==> src/rtl/instr_fetch.sv <==
// Instruction fetch stage with IF/ID pipeline register.
// Owns the PC and issues one req/ack fetch at a time. When decode stalls
// after a word has been acked, a one-entry buffer parks that word so the
// fetch is not lost. A redirect flushes everything and restarts at a new PC.
module instr_fetch #(
  parameter int                 ADDR_W   = 16,
  parameter logic [ADDR_W-1:0]  RESET_PC = '0
) (
  input  logic              clk,
  input  logic              rst,
  output logic              imem_req,
  output logic [ADDR_W-1:0] imem_addr,
  input  logic              imem_ack,
  input  logic [15:0]       imem_rdata,
  input  logic              stall,
  input  logic              redirect,
  input  logic [ADDR_W-1:0] redirect_pc,
  output logic              id_valid,
  output logic [ADDR_W-1:0] id_pc,
  output logic [15:0]       id_instr,
  output logic [4:0]        id_opcode,
  output logic [10:0]       id_imm11
);

  // BOOT: one idle cycle after reset; REQ: fetch outstanding;
  // WAIT: acked word parked in the buffer until decode accepts it.
  typedef enum logic [1:0] {
    BOOT = 2'd0,
    REQ  = 2'd1,
    WAIT = 2'd2
  } state_t;

  state_t            state, state_nxt;
  logic [ADDR_W-1:0] pc, pc_nxt;
  logic              id_valid_nxt;
  logic [ADDR_W-1:0] id_pc_nxt;
  logic [15:0]       id_instr_nxt;
  logic [ADDR_W-1:0] buf_pc, buf_pc_nxt;
  logic [15:0]       buf_instr, buf_instr_nxt;

  // Register all fetch state; reset takes effect immediately, without a clock.
  always_ff @(posedge clk or posedge rst) begin
    // NOTE: sequential state is updated with non-blocking assignments so every
    // register samples the pre-edge values of the others.
    if (rst) begin
      state     <= BOOT;
      pc        <= RESET_PC;
      id_valid  <= 1'b0;
      id_pc     <= '0;
      id_instr  <= '0;
      buf_pc    <= '0;
      buf_instr <= '0;
    end else begin
      state     <= state_nxt;
      pc        <= pc_nxt;
      id_valid  <= id_valid_nxt;
      id_pc     <= id_pc_nxt;
      id_instr  <= id_instr_nxt;
      buf_pc    <= buf_pc_nxt;
      buf_instr <= buf_instr_nxt;
    end
  end

  // Next-state and datapath decisions; redirect outranks ack and stall.
  always_comb begin
    // NOTE: every signal gets a hold/default value first so no path through
    // the case statement leaves one unassigned (which would infer a latch).
    state_nxt     = state;
    pc_nxt        = pc;
    id_valid_nxt  = id_valid;
    id_pc_nxt     = id_pc;
    id_instr_nxt  = id_instr;
    buf_pc_nxt    = buf_pc;
    buf_instr_nxt = buf_instr;

    unique case (state)
      BOOT: begin
        state_nxt = REQ;
      end

      REQ: begin
        if (redirect) begin
          // Any ack arriving this cycle belongs to the flushed path.
          pc_nxt       = redirect_pc;
          id_valid_nxt = 1'b0;
        end else if (imem_ack) begin
          pc_nxt = pc + ADDR_W'(1);
          if (!stall) begin
            id_instr_nxt = imem_rdata;
            id_pc_nxt    = pc;
            id_valid_nxt = 1'b1;
          end else begin
            buf_instr_nxt = imem_rdata;
            buf_pc_nxt    = pc;
            state_nxt     = WAIT;
          end
        end else if (!stall) begin
          // Decode consumed the held word and nothing new arrived: bubble.
          id_valid_nxt = 1'b0;
        end
      end

      WAIT: begin
        // Acks here are protocol errors and are ignored.
        if (redirect) begin
          pc_nxt       = redirect_pc;
          id_valid_nxt = 1'b0;
          state_nxt    = REQ;
        end else if (!stall) begin
          id_instr_nxt = buf_instr;
          id_pc_nxt    = buf_pc;
          id_valid_nxt = 1'b1;
          state_nxt    = REQ;
        end
      end

      default: begin
        state_nxt = BOOT;
      end
    endcase
  end

  assign imem_req  = (state == REQ);
  assign imem_addr = pc;
  assign id_opcode = id_instr[15:11];
  assign id_imm11  = id_instr[10:0];

endmodule

==> config.mk <==
export PLATFORM = sky130hd
export DESIGN_NAME = instr_fetch
export DESIGN_NICKNAME = d
export VERILOG_FILES = /design/src/rtl/instr_fetch.sv
export SDC_FILE = /design/constraint.sdc
export NUM_CORES = 1
export LEC_CHECK = 0
export BUFFER_PORTS_ARGS = -buffer_cell sky130_fd_sc_hd__buf_2
export CORE_UTILIZATION = 35
export DETAILED_ROUTE_END_ITERATION = 8
export GPL_TIMING_DRIVEN = 1
export MAX_ROUTING_LAYER = met4
export PLACE_DENSITY = 0.56
export SLEW_MARGIN = 20
export SYNTH_ARGS = -nofsm -noshare
export SYNTH_HDL_FRONTEND = slang
export SYNTH_SLANG_ARGS = --single-unit
==> constraint.sdc <==
create_clock -name clk -period 3.1 [get_ports clk]
set_input_delay 0.775 -clock clk [delete_from_list [all_inputs] [get_ports clk]]
set_output_delay 0.775 -clock clk [all_outputs]
set_load 0.05 [all_outputs]
==> summary.txt, run 1 <==
Status
  • Status: complete, no violations

Worst hold path
  • Worst min-delay path class: reg -> reg
  • Worst hold start: id_pc[9]

Logic synthesis
  • Syn Nets: 411
  • Yosys Warn Count: 0
  • Register area share after synthesis: 0.515
  • Commonest cells in the netlist: dfrtp_1, nand2_1, mux2i_1, o21ai_1, mux2_2
  • Most frequent cell after synthesis: dfrtp_1
  • Compound-cell area share of the yosys netlist: 0.130
  • Syn_area_per_cell: 10.9 um2
  • Mapped Cells: 369
  • Synth cell types: 45
  • Post-synthesis mux area share: 0.173
  • Top cells by area, synth: dfrtp_1, mux2i_1, mux2_2
  • Largest family of logic cells by synthesized area: multiplexers
  • Main synth FF type: dfrtp_1
  • Yosys top cell by area: dfrtp_1
  • Number of synthesized register bits: 83
  • Post-Synth Simple-Gate Area: 0.0998
  • Cell area after synthesis: 4040 um2
  • Area share of fa/ha/maj cells after synthesis: 0.0155
  • Post-Synth XOR/XNOR Area: 0
  • EDFF count, synth: 0
  • Yosys top cell area share: 0.515
  • Async SR Flop Fraction: 1.00

Routing
  • Via density per instance: 5.13
  • WL/cell: 15.0 um
  • Final WL: 8880 um
  • Routed vias: 3039
  • 1st-iter DRT viols: 152
  • Post-DRT Antenna Nets: 0
  • Remaining DRCs: 0
  • First-pass DRT Iterations: 4

Layout
  • Layout Nets: 489
  • ANT cells: 0
  • Post-Route Utilization: 0.436
  • Layout area overhead: 19.2%
  • Share of cells above drive strength 1: 0.356

Critical path
  • Arrival time worst endpoint: 1460 ps
  • Critical path class: reg -> out
  • CP startpoint: state[1]
  • Kind of end point of the critical path: output pin
  • CP required: 2320 ps
  • Critical R2R Capture: imem_addr[15]
  • Worst Reg-to-Reg Cells: 6
  • R2R Path Start: state[1]
  • R2R setup slack: 900 ps
  • Last element of the critical path: imem_req
  • CP Launch Type: register
  • Max FO, Critical Path: 6

Job
  • Max-cap violations: 0

Timing
  • Final setup violation count: 0
  • Final min period: 2230 ps
  • Fmax: 0.448 GHz
  • Fin crit share: 0.719
  • RSZ-0062 raised after global routing: no
  • Final Max Slew Viols: 0
  • Hold Violations, Final: 0
  • Worst slew margin: 0.509
  • Final TNS setup: 0 ps
  • Worst Skew: 6.25 ps
  • Slew @ Worst Pin: 736 ps

Die
  • Ports: 103
  • Core area: 11000 um2
  • Die Area: 12000 um2
  • Initial Util: 0.366
  • Die Height: 109 um
  • Site Rows: 38
  • Chip Width: 109 um

Place
  • IO Port Bufs: 102
  • GPL Wtd Cong: 0.820
  • HPWL after DPL: 6090 um

Global route
  • Total Routing Usage GR: 0.163
  • First-pass GRT wire length: 14400 um
  • Total grt overflow: 0
  • Largest net degree at the start of global routing: 65
  • Vias in the first global route: 2824
  • Initial antenna violation count: 0

Clock network
  • Hold-fix buffers, CTS: 0
  • Clock transition at path regs: 60 ps
  • CTS Buffer Depth: 2
  • Total CTS buffers: 9
  • Worst-skew pair later-pin latency: 330 ps
  • CTS Root Cell: clkbuf_16
  • CTS tree: yes
  • Post-CTS setup buffer count: 0
  • Clock tree sinks: 83
  • CTS resizes: 0
  • H-tree depth: 3
worst min-delay path by stage:
stage,slack (ps),cells after the start,endpoint
6_report,480,2,id_pc[9]
5_1_grt,510,2,id_pc[15]
4_1_cts,490,2,id_pc[7]
3_5_place_dp,480,2,id_pc[9]
3_3_place_gp,470,2,buf_pc[10]
2_1_floorplan,450,2,buf_pc[10]
metal layers:
layer	share of wire	vias up	wire (um)	track usage
met5	0	-	0	-
met4	0.018	0	161	0.0600
met3	0.051	14	451	0.0344
met2	0.46	94	4060	0.251
met1	0.47	1467	4210	0.213
li1	-	1464	-	-
per-stage QoR:
step / hold WS, ps / worst slack, ps / area (um2) / cells
after floorplan: 450 / 188 / 4040 / 369
after global placement: 465 / 763 / 4530 / 576
after detailed placement: 476 / 725 / 4530 / 576
after CTS: 489 / 818 / 4800 / 592
after global routing: 513 / 773 / 4810 / 592
final: 481 / 870 / 4810 / 592
flip-flops by register name (all words and copies together), names as in the netlist:
signal / flops
buf_instr: 16
id_instr: 16
imem_addr: 16
buf_pc: 16
id_valid: 1
state: 2
id_pc: 16
cell families (layout without fill, tap and decap cells):
family / Yosys count / in the layout
compound gates: 85 / 85
mux: 66 / 66
buf+inv: 46 / 129
flops: 83 / 83
simple gates: 84 / 84
fa+ha+maj: 5 / 5
worst max-delay path, stage by stage (launching register included):
cell and delay (ps):
dfrtp_1 410, inv_1 110, ha_1 290, buf_2 310
placed cells by master (no fill, tap or decap), types with 2 or more instances in the layout:
cell | synthesis | final
a22oi_1 | 2 | 2
clkinv_2 | 0 | 3
a32oi_1 | 2 | 2
o22a_1 | 4 | 4
a21oi_1 | 15 | 15
inv_1 | 6 | 5
mux2i_1 | 35 | 35
a31oi_1 | 2 | 2
a2bb2oi_1 | 4 | 4
buf_4 | 18 | 4
clkinvlp_4 | 0 | 3
and3_1 | 5 | 5
nor2_1 | 12 | 12
dfrtp_1 | 83 | 83
o21ai_1 | 34 | 34
nand4_1 | 3 | 3
a41oi_1 | 2 | 2
clkbuf_16 | 0 | 9
nand3_1 | 9 | 8
nand2_1 | 41 | 41
buf_2 | 17 | 102
o22ai_1 | 6 | 6
or3_1 | 3 | 2
nand3_2 | 1 | 2
ha_1 | 5 | 4
mux2_2 | 31 | 31
o21ai_0 | 5 | 5
final cells by class:
type                    instances  area (um2)
fillers                      1065        6220
flip-flops and latches         83        2080
multi-input cells             240        1700
repair buffers                107         561
clock buffers                  10         229
well taps                     140         175
clock inverters                 6        41.3
inverters                       6        23.8
Power of run 1 is left out: the tool's default activity adds up to more than one toggle a clock period on the data nets, which glitch-free logic cannot reach.
==> run 2, diff against run 1 <==
- PLACE_DENSITY: 0.56 -> 0.58
- clock period: 3.1 -> 2.04 ns (I/O delays scaled with it)
==> run 2 against run 1 <==
- sequential cell count unchanged
- critical path depth did not move
- global-route usage down 0.24 points
- first-iteration DRC count down 32%
- via count rose by 1.5%
- final cell count grew 1.4%
- worst setup slack lost 740 ps
- count of clock-buffer cells in the layout decreased by 1
- utilization grew 1.4 points
- clock skew rose by 4.2 ps
- worst hold slack got worse by 230 ps
- die area unchanged
- critical endpoint unchanged
- largest cell class unchanged
==> summary.txt, run 2 (synthesis gave the netlist of run 1 again) <==
Routing
  • 1st-iter DRT viols: 103 (was 152)
  • M1 WL: 4280 um (was 4210 um)
  • Routed wl met3: 465 um (was 451 um)
  • Final WL: 8960 um (was 8880 um)
  • Post-DRT Antenna Nets: 0 (unchanged)
  • Remaining DRCs: 0 (unchanged)
  • Routed vias: 3085 (was 3039)
  • WL/cell: 14.9 um (was 15.0 um)
  • Max layer used: met4 (unchanged)
  • Via density per instance: 5.14 (was 5.13)
  • WL met2: 4160 um (was 4060 um)
  • First-pass DRT Iterations: 4 (unchanged)

Layout
  • ANT cells: 0 (unchanged)
  • Post-Route Utilization: 0.450 (was 0.436)
  • Final design area excluding fillers: 4960 um2 (was 4810 um2)
  • Layout area overhead: 22.9% (was 19.2%)
  • Register area: 2080 um2 (unchanged)
  • Layout Nets: 497 (was 489)
  • Commonest non-fill, non-tap cell in the layout: buf_2 (unchanged)
  • FILL cells: 1083 (was 1065)
  • Share of cells above drive strength 1: 0.374 (was 0.356)
  • Commonest non-fill, non-tap cells in the layout: buf_2, dfrtp_1, nand2_1 (unchanged)
  • Area of the multi-input gates: 1700 um2 (unchanged)

Clock network
  • CTS Buffer Depth: 2 (unchanged)
  • CTS Root Cell: clkbuf_16 (unchanged)
  • H-tree depth: 3 (unchanged)
  • Total CTS buffers: 9 (unchanged)
  • CTS tree: yes (unchanged)
  • Clock transition at path regs: 70 ps (was 60 ps)
  • Clock tree sinks: 83 (unchanged)
  • Hold-fix buffers, CTS: 0 (unchanged)
  • CTS resizes: 0 (unchanged)
  • Post-CTS setup buffer count: 0 (unchanged)
  • Worst-skew pair later-pin latency: 330 ps (about the same)

Global route
  • First-pass GRT wire length: 14400 um (about the same)
  • Initial antenna violation count: 0 (unchanged)
  • Largest net degree at the start of global routing: 84 (was 65)
  • Vias in the first global route: 2907 (was 2824)
  • Total Routing Usage GR: 0.161 (was 0.163)
  • Total grt overflow: 0 (unchanged)

Die
  • Ports: 103 (unchanged)
  • Core area: 11000 um2 (unchanged)
  • Die Area: 12000 um2 (unchanged)
  • Die Height: 109 um (unchanged)
  • Initial Util: 0.366 (unchanged)
  • Chip Width: 109 um (unchanged)
  • Site Rows: 38 (unchanged)

Timing
  • Final Max Slew Viols: 0 (unchanged)
  • Final min period: 1910 ps
  • Worst slew margin: 0.657 (was 0.509)
  • RSZ-0062 raised after global routing: no (unchanged)
  • Final setup violation count: 0 (unchanged)
  • Slew @ Worst Pin: 514 ps (was 736 ps)
  • Final TNS setup: 0 ps (unchanged)
  • Fmax: 0.524 GHz
  • Setup WS post-layout: 132 ps (was 870 ps)
  • Hold Violations, Final: 0 (unchanged)
  • Worst Skew: 10.5 ps (was 6.25 ps)
  • Fin crit share: 0.935

Status
  • Status: complete, no violations (unchanged)

Critical path
  • CP peak stage delay: 410 ps (about the same)
  • Slowest CP cell: dfrtp_1 (unchanged)
  • R2R Path Start: state[0] (was state[1])
  • Critical path class: reg -> out (unchanged)
  • CP required: 1530 ps (was 2320 ps)
  • R2R setup slack: 150 ps (was 900 ps)
  • Worst Reg-to-Reg Cells: 7 (was 6)
  • Kind of end point of the critical path: output pin (unchanged)
  • Arrival time worst endpoint: 1400 ps (was 1460 ps)
  • Worst Path Buf+Inv: 2 (unchanged)
  • Critical R2R Capture: id_pc[3] (was imem_addr[15])
  • CP startpoint: state[1] (unchanged)
  • Critical-path cell list: inv_1, ha_2, buf_2 (was inv_1, ha_1, buf_2)
  • CP delay by family, top: flip-flops (was buffers and inverters)
  • CP Launch Type: register (unchanged)
  • Max FO, Critical Path: 6 (unchanged)

Place
  • GPL Wtd Cong: 0.847 (was 0.820)
  • HPWL after DPL: 5990 um (was 6090 um)
  • Pre-CTS setup slack: 90.6 ps (was 725 ps)
  • Cell Area, Placed: 4650 um2 (was 4530 um2)
  • IO Port Bufs: 102 (unchanged)

Job
  • Max-cap violations: 0 (unchanged)

Worst hold path
  • Worst min-delay path class: in -> async (was reg -> reg)
==> run 2: changes by cell type in the layout (fill, tap and decap cells not counted), moves of 2 or more <==
cell,change
clkinv_2,-2
buf_12,+4
buf_4,+4
inv_8,+2
==> run 2: cell type report <==
cell class	instances	share of cell area
multi-input cells	240	0.343
inverters	6	0.00530
flip-flops and latches	83	0.419
well taps	140	0.0353
repair buffers	115	0.135
clock buffers	9	0.0454
clock inverters	7	0.0167
==> run 2: worst register-to-register path, cell delays in order (launching register included) <==
cell and delay, ps:
dfrtp_1 410, inv_1 120, ha_2 280, mux2i_1 80
or3_2 450, buf_12 200, nand2_1 160, o21ai_1 60
==> run 2: how the worst max path moves through the flow <==
stage,slack (ps),to,depth (start not counted)
CTS,80,imem_addr[12],6
global route,70,imem_req,3
floorplan,40,imem_addr[14],5
detailed placement,90,imem_addr[12],6
finish,130,imem_req,3
global placement,170,imem_addr[12],6
==> run 2: routing by layer <==
layer | global-route usage | vias to the layer above
met5 | - | -
met4 | 0.0486 | 0
met3 | 0.0285 | 6
met2 | 0.257 | 106
met1 | 0.209 | 1488
li1 | - | 1485
==> run 2: stage by stage <==
| stage | hold WS [ps] | cells |
|---|---|---|
| floorplan | 450 | 369 |
| global placement | 463 | 584 |
| detailed placement | 470 | 584 |
| CTS | 322 | 600 |
| global route | 316 | 600 |
| finish | 249 | 600 |
Power of run 2 is left out for the same reason.
==> run 3, diff against run 2 <==
- ABC_AREA: default -> 1
- PLACE_DENSITY: 0.58 -> 0.57
==> run 3 against run 2 <==
- routed wire length rose by 9.6%
- global-route usage is 1.1 points higher
- critical path depth unchanged
- the run now ends with design-rule violations left
- via count is 10% higher
- clock skew hardly changed
- utilization shrank 1.4 points
- critical path type unchanged
- count of clock-buffer cells in the layout grew 5
- non-clock buffer count fell by 3
- synthesized cell count increased by 28%
==> summary.txt, run 3 <==
Critical path
  • Worst Reg-to-Reg Cells: 8 (was 7)
  • Last element of the critical path: imem_req (unchanged)
  • R2R Path Start: state[1] (was state[0])
  • CP startpoint: state[1] (unchanged)
  • R2R setup slack: 240 ps (was 150 ps)
  • Kind of end point of the critical path: output pin (unchanged)
  • CP required: 1530 ps (about the same)
  • Max FO, Critical Path: 5 (was 6)
  • Critical path class: reg -> out (unchanged)
  • Critical R2R Capture: id_instr[13] (was id_pc[3])
  • Arrival time worst endpoint: 1420 ps (was 1400 ps)
  • CP Launch Type: register (unchanged)

Routing
  • Final WL: 9830 um (was 8960 um)
  • Remaining DRCs: 7 (was 0)
  • Post-DRT Antenna Nets: 0 (unchanged)
  • WL/cell: 13.9 um (was 14.9 um)
  • Via density per instance: 4.83 (was 5.14)
  • 1st-iter DRT viols: 192 (was 103)
  • First-pass DRT Iterations: 6 (was 4)
  • Routed vias: 3408 (was 3085)

Logic synthesis
  • Synth cell types: 31 (was 45)
  • Most frequent cell after synthesis: nand2_1 (was dfrtp_1)
  • EDFF count, synth: 0 (unchanged)
  • Mapped Cells: 474 (was 369)
  • Cell area after synthesis: 4250 um2 (was 4040 um2)
  • Register area share after synthesis: 0.488 (was 0.515)
  • Yosys top cell by area: dfrtp_1 (unchanged)
  • Top cells by area, synth: dfrtp_1, nand2_1, a31oi_2 (was dfrtp_1, mux2i_1, mux2_2)
  • Syn_area_per_cell: 8.97 um2 (was 10.9 um2)
  • Main synth FF type: dfrtp_1 (unchanged)
  • Syn Nets: 516 (was 411)
  • Yosys top cell area share: 0.488 (was 0.515)
  • Async SR Flop Fraction: 1.00 (unchanged)
  • Commonest cells in the netlist: nand2_1, dfrtp_1, nor2_1, o21ai_0 (was dfrtp_1, nand2_1, mux2i_1, o21ai_1, mux2_2)
  • Yosys Warn Count: 0 (unchanged)
  • Number of synthesized register bits: 83 (unchanged)

Timing
  • Worst slew margin: 0.604 (was 0.657)
  • Final setup violation count: 0 (unchanged)
  • Final TNS setup: 0 ps (unchanged)
  • Final min period: 1930 ps (was 1910 ps)
  • Slew @ Worst Pin: 595 ps (was 514 ps)
  • RSZ-0062 raised after global routing: no (unchanged)
  • Hold Violations, Final: 0 (unchanged)
  • Final Max Slew Viols: 0 (unchanged)
  • Fin crit share: 0.944 (was 0.935)
  • Fmax: 0.519 GHz (was 0.524 GHz)
  • Worst Skew: 10.9 ps (was 10.5 ps)

Place
  • GPL Wtd Cong: 0.788 (was 0.847)
  • IO Port Bufs: 102 (unchanged)
  • HPWL after DPL: 6750 um (was 5990 um)
  • Cell Area, Placed: 4790 um2 (was 4650 um2)

Layout
  • Layout area overhead: 19.1% (was 22.9%)
  • Layout Nets: 600 (was 497)
  • Commonest non-fill, non-tap cell in the layout: nand2_1 (was buf_2)
  • ANT cells: 0 (unchanged)
  • Share of cells above drive strength 1: 0.320 (was 0.374)
  • Final design area excluding fillers: 5060 um2 (was 4960 um2)
  • Commonest non-fill, non-tap cells in the layout: nand2_1, buf_2, dfrtp_1 (was buf_2, dfrtp_1, nand2_1)

Clock network
  • Hold-fix buffers, CTS: 0 (unchanged)
  • Clock tree sinks: 83 (unchanged)
  • Clock transition at path regs: 60 ps (was 70 ps)
  • H-tree depth: 3 (unchanged)
  • Total CTS buffers: 9 (unchanged)
  • CTS resizes: 0 (unchanged)
  • Post-CTS setup buffer count: 0 (unchanged)
  • CTS tree: yes (unchanged)
  • CTS Buffer Depth: 2 (unchanged)
  • Worst-skew pair later-pin latency: 330 ps (about the same)
  • CTS Root Cell: clkbuf_16 (unchanged)

Die
  • Chip Width: 112 um (was 109 um)
  • Initial Util: 0.366 (about the same)
  • Die Area: 12600 um2 (was 12000 um2)
  • Die Height: 112 um (was 109 um)
  • Core area: 11600 um2 (was 11000 um2)
  • Ports: 103 (unchanged)
  • Site Rows: 39 (was 38)

Global route
  • Total grt overflow: 0 (unchanged)
  • Total Routing Usage GR: 0.172 (was 0.161)
  • Initial antenna violation count: 0 (unchanged)
  • Vias in the first global route: 3303 (was 2907)
  • Largest net degree at the start of global routing: 65 (was 84)
  • First-pass GRT wire length: 16300 um (was 14400 um)

Job
  • Max-cap violations: 0 (unchanged)

Status
  • Failing checks: design-rule violations
  • Status: finished with violations (was complete, no violations)

Worst hold path
  • Worst min-delay path class: in -> async (unchanged)
run 3: changes by cell type after synthesis, moves of 6 or more:
cell,change
a31oi_2,+27
buf_2,-9
o22ai_1,-6
nor2_1,+41
inv_1,+21
mux2_2,-14
mux2i_1,-35
nand2_1,+93
o21ai_0,+26
o21ai_1,-32
run 3: cell type report:
cell class                      instances  area (um2)
Clock buffer                           14         264
Tap cell                              143         179
Sequential cell                        83        2080
Clock inverter                          2        10.0
Fill cell                            1198        6550
Multi-Input combinational cell        322        1810
Timing Repair Buffer                  112         611
Inverter                               30         116
run 3: metrics by stage:
| stage | std cells | setup slack, ps | util | hold slack, ps |
|---|---|---|---|---|
| 5_1_grt | 706 | 26.1 | 0.436 | 357 |
| 3_5_place_dp | 690 | 239 | 0.412 | 473 |
| 6_report | 706 | 115 | 0.436 | 312 |
| 4_1_cts | 706 | 95.8 | 0.436 | 330 |
| 2_1_floorplan | 474 | 99.9 | - | 453 |
| 3_3_place_gp | 690 | 313 | 0.412 | 465 |
run 3: worst min-delay path by stage:
stage,start,end,cells past startpoint
final,rst,state[0],3
after global routing,rst,state[0],3
after CTS,rst,state[0],3
after detailed placement,buf_pc[8],buf_pc[8],2
after global placement,buf_pc[15],buf_pc[15],2
after floorplan,buf_pc[0],buf_pc[0],2
run 3: cells by family after synthesis:
family / share of synthesized area
compound gates: 0.162
xor+xnor: 0.00412
fa+ha+maj: 0.0147
buf+inv: 0.0880
flops: 0.488
mux: 0.0450
simple gates: 0.198
run 3: critical path, stage by stage (launching register included):
cell and delay [ps]:
dfrtp_1 410, inv_1 100, ha_1 270, buf_2 300
run 3: layer usage:
metal,GRT usage,share of wire
met1,0.220,0.48
met2,0.267,0.46
met3,0.0297,0.047
met4,0.0747,0.021
met5,-,0
Power of run 3 is left out for the same reason.
